<file path="src/rtl/gf180mcu_osu_sc_gp9t3v3__dlatpipe.sv">
// -----------------------------------------------------------------------------
// gf180mcu_osu_sc_gp9t3v3__dlatpipe
//
// WIDTH-bit, DEPTH-stage enabled register pipeline with a valid tag per stage.
// It retimes a data/valid channel for datapath delay matching. The pipeline
// has three modes of operation:
//   - Hold:    when EN is low, every stage keeps its contents.
//   - Bypass:  when BYP is high, the outputs follow the inputs combinationally.
//   - Count:   CNT is a registered count of how many stages hold a valid entry.
//
// Optional feature (compile-time macro DLATPIPE_PARITY_EN):
//   Each stage carries a parity bit. PINJ corrupts the parity of the entry
//   being loaded. PERR flags a parity mismatch on a valid output entry.
//   When the macro is undefined, PINJ, PERR and the parity state do not exist.
//
// Parameters:
//   WIDTH      data bits per stage (>=1)
//   DEPTH      number of pipeline stages (>=1)
//   RESET_VAL  value loaded into every data stage on reset
//
// Ports:
//   CLK   in   1                clock; all state updates on the rising edge
//   R     in   1                synchronous active-high reset (has priority over EN)
//   D     in   WIDTH            data in
//   DV    in   1                data valid in
//   EN    in   1                advance enable; 0 = every stage holds
//   BYP   in   1                bypass: Q/QV follow D/DV with zero latency
//   PINJ  in   1                parity-error injection (DLATPIPE_PARITY_EN only)
//   Q     out  WIDTH            data out
//   QV    out  1                valid out
//   CNT   out  clog2(DEPTH+1)   registered count of valid stages
//   PERR  out  1                parity error on output stage (DLATPIPE_PARITY_EN only)
// -----------------------------------------------------------------------------
module gf180mcu_osu_sc_gp9t3v3__dlatpipe #(
   parameter int               WIDTH     = 8,
   parameter int               DEPTH     = 4,
   parameter logic [WIDTH-1:0] RESET_VAL = '0
) (
   input  logic                         CLK,
   input  logic                         R,
   input  logic [WIDTH-1:0]             D,
   input  logic                         DV,
   input  logic                         EN,
   input  logic                         BYP,
`ifdef DLATPIPE_PARITY_EN
   input  logic                         PINJ,
   output logic                         PERR,
`endif
   output logic [WIDTH-1:0]             Q,
   output logic                         QV,
   output logic [$clog2(DEPTH+1)-1:0]   CNT
);

   localparam int CNT_W = $clog2(DEPTH + 1);

   // Stage storage. Index 0 is the entry stage and DEPTH-1 is the output stage.
   logic [WIDTH-1:0] stage_data [DEPTH];
   logic [DEPTH-1:0] stage_vld;
   logic [CNT_W-1:0] occ_cnt;

   // Occupancy update for one advance. One valid may enter and one may leave.
   // Simultaneous entry and exit leaves the count unchanged.
   // The count cannot exceed DEPTH: entry without exit implies a free stage.
   // The count cannot underflow: exit implies a valid stage is present.
   function automatic logic [CNT_W-1:0] cnt_next(input logic [CNT_W-1:0] cnt,
                                                  input logic             vin,
                                                  input logic             vout);
      logic [CNT_W-1:0] res;
      res = cnt;
      if (vin && !vout)
         res = cnt + CNT_W'(1);
      else if (!vin && vout)
         res = cnt - CNT_W'(1);
      return res;
   endfunction

`ifdef DLATPIPE_PARITY_EN
   function automatic logic parity_of(input logic [WIDTH-1:0] val);
      return ^val;
   endfunction

   logic [DEPTH-1:0] stage_par;
`endif

   // ---- stage registers: shift on EN, reset clears valids and count ----
   always_ff @(posedge CLK) begin
      if (R) begin
         for (int i = 0; i < DEPTH; i++) begin
            stage_data[i] <= RESET_VAL;
         end
         stage_vld <= '0;
         occ_cnt   <= '0;
      end else if (EN) begin
         stage_data[0] <= D;
         stage_vld[0]  <= DV;
         for (int i = 1; i < DEPTH; i++) begin
            stage_data[i] <= stage_data[i-1];
            stage_vld[i]  <= stage_vld[i-1];
         end
         occ_cnt <= cnt_next(occ_cnt, DV, stage_vld[DEPTH-1]);
      end
   end

`ifdef DLATPIPE_PARITY_EN
   // ---- parity stages travel in lockstep with the data stages ----
   always_ff @(posedge CLK) begin
      if (R) begin
         stage_par <= {DEPTH{parity_of(RESET_VAL)}};
      end else if (EN) begin
         stage_par[0] <= parity_of(D) ^ PINJ;
         for (int i = 1; i < DEPTH; i++) begin
            stage_par[i] <= stage_par[i-1];
         end
      end
   end
`endif

   // ---- output mux: bypass affects outputs only, never stage state ----
   always_comb begin
      Q   = stage_data[DEPTH-1];
      QV  = stage_vld[DEPTH-1];
      CNT = occ_cnt;
      if (BYP) begin
         Q  = D;
         QV = DV;
      end
   end

`ifdef DLATPIPE_PARITY_EN
   always_comb begin
      PERR = 1'b0;
      if (!BYP && stage_vld[DEPTH-1])
         PERR = (parity_of(stage_data[DEPTH-1]) != stage_par[DEPTH-1]);
   end
`endif

endmodule

</file>
<file path="config.mk">
export PLATFORM = sky130hd
export DESIGN_NAME = gf180mcu_osu_sc_gp9t3v3__dlatpipe
export DESIGN_NICKNAME = d
export VERILOG_FILES = /design/src/rtl/gf180mcu_osu_sc_gp9t3v3__dlatpipe.sv
export SDC_FILE = /design/constraint.sdc
export NUM_CORES = 1
export LEC_CHECK = 0
export BUFFER_PORTS_ARGS = -buffer_cell sky130_fd_sc_hd__buf_2
export CORE_MARGIN = 2
export CORE_UTILIZATION = 55
export DETAILED_ROUTE_END_ITERATION = 8
export GPL_ROUTABILITY_DRIVEN = 0
export PLACE_DENSITY = 0.77
export SYNTH_ARGS = -nofsm -noshare
export SYNTH_HDL_FRONTEND = slang
export SYNTH_SLANG_ARGS = --single-unit
</file>
<file path="constraint.sdc">
create_clock -name CLK -period 1.9 [get_ports CLK]
set_input_delay 0.095 -clock CLK [delete_from_list [all_inputs] [get_ports CLK]]
set_output_delay 0.095 -clock CLK [all_outputs]
set_load 0.05 [all_outputs]
</file>
* Word level (Yosys, flattened, before mapping)
Memories as Yosys holds them, arrays and structs flattened.
Cells that the tools add are included.
W data, S select, Z words.
** Operators by class
- Add/subtract/negate cells :: 2
- Multipliers :: 0
- Div/mod/pow operators :: 0
- Order comparisons :: 0
- Equal/unequal tests :: 0
- Shift operators :: 0
- Multiplexer cells :: 13
- Bitwise gates (word level) :: 4
- Reduce and logical (&&, ||, !) cells :: 6
** Operators with widths (count)
- $mux W8 :: 5
- $mux W1 :: 6
- $mux W3 :: 2
- $or A1 B1 Y1 :: 4
- $add A3 B1 Y3 const B :: 1
- $sub A3 B1 Y3 const B :: 1
- $logic_and A1 B1 Y1 :: 2
- $logic_not A1 Y1 :: 2
- $reduce_and A2 Y1 :: 1
- $reduce_bool A2 Y1 :: 1
** Storage, ports and cells
- Register bits :: 7
- Latch bits :: 0
- Memory bits (writable) :: 32
- Bits in read-only memories :: 0
- Input port bits :: 13
- Output and inout bits :: 12
- Word-level logic and storage cells :: 28
- Memories kept :: 1
** Memory list
- stage_data :: depth 4, bits a word 8, read ports 4, clocked after memory_dff 0, write ports 4, line 57 : logic [WIDTH-1:0] stage_data [DEPTH];

* Depth between registers and ports, before layout
- Word-level depth :: 4
- Depth in mapped cells :: 7

* Worst setup path before layout
Ideal clock, no wire load.
- Path type :: register -> register
- Start :: register occ_cnt[0], in the netlist CNT[0]
- End :: register occ_cnt[2], in the netlist CNT[2]
- Library setup time :: 0.116 ns
- Arrival :: 1.434 ns
- Setup slack :: 0.350 ns
- Stages on the path, launching flop included :: 5
- Path buffers :: 0
- Cell sequence :: dfxtp_1 fa_1 xnor2_1 a21oi_1 a31o_2
** Between the ends
- Word-level cells in the longest chain between the ends :: 3
- Elaborated cells on any way between the ends :: 4
** RTL lines
- start: declaration :: line 59 : logic [CNT_W-1:0] occ_cnt;
- start signal: assignment :: line 100 : occ_cnt <= cnt_next(occ_cnt, DV, stage_vld[DEPTH-1]);
- $sub A3 B1 Y3 :: line 73 : res = cnt - CNT_W'(1);
- $mux W3 :: line 72 : else if (!vin && vout)
- $mux W3 * :: line 70 : if (vin && !vout)
Mark *: on every way between the ends. The rest lies on a longest branch, timed or not. The select of a mux whose other input is x is not followed.
A chain may end at the register's enable or synchronous reset.

* Worst setup path after layout
- Start :: register stage_vld[3]
- End :: register occ_cnt[2], in the netlist CNT[2]
** Between the ends
- Word-level cells in the longest chain between the ends :: 4
- Elaborated cells on any way between the ends :: 6
** RTL lines
- start: declaration :: line 58 : logic [DEPTH-1:0] stage_vld;
- start signal: indexed assignment :: line 98 : stage_vld[i] <= stage_vld[i-1];
- $logic_not A1 Y1 :: line 70
- $logic_and A1 B1 Y1 :: line 70
- $reduce_bool A2 Y1 (no source line)
- $reduce_and A2 Y1 (no source line)
Several ways; a longest one is shown, not always the timed one.

==> results.toml <==
[floorplan]
dieArea_um2 = 3500
die_w_um = 59.2
io_pins = 25
rows = 20
initial_core_util_pct = 56.2
core-area_um2 = 2980
fp.dieH_um = 59.2

[worst_setup_path]
path_cells = "inv_1, ha_1, inv_1, fa_1, xnor2_1, a21oi_1, a31o_2"
crit_slowest_cell = "fa_1"
slowest_delay_ps = 370
r2r_start = "stage_vld[3]"
start_kind = "flop"
worst-path-buf-inv = 2
path_class = "flop to flop"
regToRegSetupSlack_ps = 330
worst-path-max-fanout = 2
reg2regPathDepth = 7
arrival_ps = 1810
crit_top_cell = "inv_1"
reg2reg_to = "CNT[2]"
crit_family = "adder cells"
startpoint = "stage_vld[3]"
required_ps = 2140
cp-end-kind = "flop"

[sta]
fmax_ghz = 0.637
drv_slew = 0
finalSetupTns_ps = 0
whs_ps = 36.8
period_share_pct = 82.6
timing_hold_violations_final = 0
setup_violations = 0
rsz0062_at_grt = "no"
setup_slack_ps = 330
fin_skew_ps = 10.5
period_minus_slack_ps = 1570
maxSlewHeadroom_pct = 67.0
worst_pin_slew_ps = 494

[clock_network]
cts_hold_buffers = 0
path_clk_slew_ps = 100
cts-buffers-inserted = 5
cts_resized = 0
clock_latency_ps = 350
cts_root_buffer = "clkbuf_4"
cts_setup_buffers = 0
cts.sinks = 39
clock_path_buffers = 2
h-tree-depth = 2
cts_tree = "done"

[layout]
areaGrowthSynthToFinish_pct = 11.0
final_nets = 152
antenna_cells = 0
mostFrequentLayoutCells = "32 x edfxtp_1, 24 x buf_2, 22 x and2_2, 10 x and2_1, 8 x mux2_2"
nFillCells = 234
stdcell_count = 171
final_common_cell = "edfxtp_1"
layout-drive-gt1-share_pct = 47.8

[placed_design]
post-place-cells = 163
portBuffers = 24
dp_slack_ps = 347
hpwl_um = 1450

[global_routing]
grt_pass1_wl_um = 3840
grt_max_degree = 33
gr-total-overflow = 0
grt_pass1_vias = 870
grt_usage_pct = 15.8
antenna_found_initial = 0

[power]
finalPower_mw = 1.74
cellLeakagePower_nw = 0.791
power.density_nw_per_um2 = 935
vdd_drop_max_v = 0.000529

[logic_synthesis]
synth_simple_gate_area_share_pct = 17.6
synth_xor_area_share_pct = 1.05
synth_cell_types = 21
yosys_warnings = 0
synth.top_cell.area_share_pct = 57.4
syn_nets = 126
syn_avg_cell_area_um2 = 15.1
synth_area_um2 = 1670
synth_cells = 111
yosys.area.top_type = "edfxtp_1"
synth_area_leaders = "edfxtp_1 57%, and2_2 9.9%, dfxtp_1 8.4%, mux2_2 5.4%, and2_1 3.7%"
synthAdderAreaFrac_pct = 1.94
synth_compound_area_share_pct = 1.12
synth_top_family_by_area = "simple AND/OR/NAND/NOR gates"
synth-seq-area-share_pct = 65.8
ys_seq_elements = 39
synthMuxAreaShare_pct = 8.38

[route]
drc_errors = 0
vias_per_cell = 5.05
drtIter0Drc = 19
drt-wirelength-per-cell_um = 13.5
ant_nets = 0
totalWireLength_um = 2310
met2_length_um = 1100
dr.pass1.iters = 3
met3_length_um = 111
top_layer_used = "met4"
vias = 864
wl_met1_um = 1060

[outcome]
status = "finished, final reports clean"

[min_path]
min_path_type = "input port to flop"
holdPathEnd = "stage_vld[0]"
hold_depth = 3
hp-start = "DV"

[job]
drv_cap = 0
[cell usage after synthesis (all sizes together)]
cell	number
a21oi	1
a31o	1
and2	32
and2b	1
buf	6
dfxtp	7
edfxtp	32
fa	1
ha	1
inv	2
mux2	8
mux2i	5
nand2	1
nand2b	1
nor2	7
nor2b	1
o21ai	1
or2	1
xnor2	2
[metal layers]
layer  up-vias  global-route usage (%)
met5         -                       0
met3         4                    6.55
li1        429                       -
met2        18                    23.3
met1       413                    20.1
met4         0                    7.79
[state kept, by name (all words and copies together), names as in the netlist]
signal,flops
CNT,3
stage_data,32
stage_vld,4
[power breakdown]
group	switching (mW)	leakage (nW)	internal (mW)
combinational	0.134	0.340	0.0700
clock	0.263	0.0426	0.271
sequential	0.0179	0.409	0.981
total	0.414	0.791	1.32
[layout make-up]
class,count,area (um^2),share of cell area (%)
timing repair buffer,25,128,6.87
clock buffer,5,37.5,2.02
tap,33,41.3,2.22
inverter,2,7.51,0.404
multi-input combinational,64,503,27.1
clock inverter,3,38.8,2.09
sequential,39,1100,59.3
[logic make-up after synthesis]
kind of cell / count (synthesis)
and+or+nand+nor: 44
DFF: 39
muxes: 13
buffers and inverters: 8
AOI/OAI and AO/OA: 3
xor gates and xnor gates: 2
adders and majority gates: 2
[per-stage QoR]
step,cell area [um^2],util (%)
2_1_floorplan,1670,-
3_3_place_gp,1780,59.8
3_5_place_dp,1780,59.8
4_1_cts,1860,62.4
5_1_grt,1860,62.4
6_report,1860,62.4
[how the worst max path moves through the flow]
| stage | endpoint | slack [ps] | depth (start not counted) |
|---|---|---|---|
| after CTS | CNT[2] | 330 | 7 |
| after global routing | CNT[2] | 180 | 7 |
| after floorplan | CNT[2] | 350 | 4 |
| after global placement | CNT[2] | 390 | 7 |
| after detailed placement | CNT[2] | 350 | 7 |
| final | CNT[2] | 330 | 7 |
[worst register-to-register path: cells and delay by family, from the launching register on]
kind | cells | cell delay, ps
AOI/OAI and AO/OA | 2 | 300
xor gates and xnor gates | 1 | 190
adders and majority gates | 2 | 540
buffers and inverters | 2 | 120
DFF | 1 | 330
No activity file was read; power rests on OpenSTA's default activity.
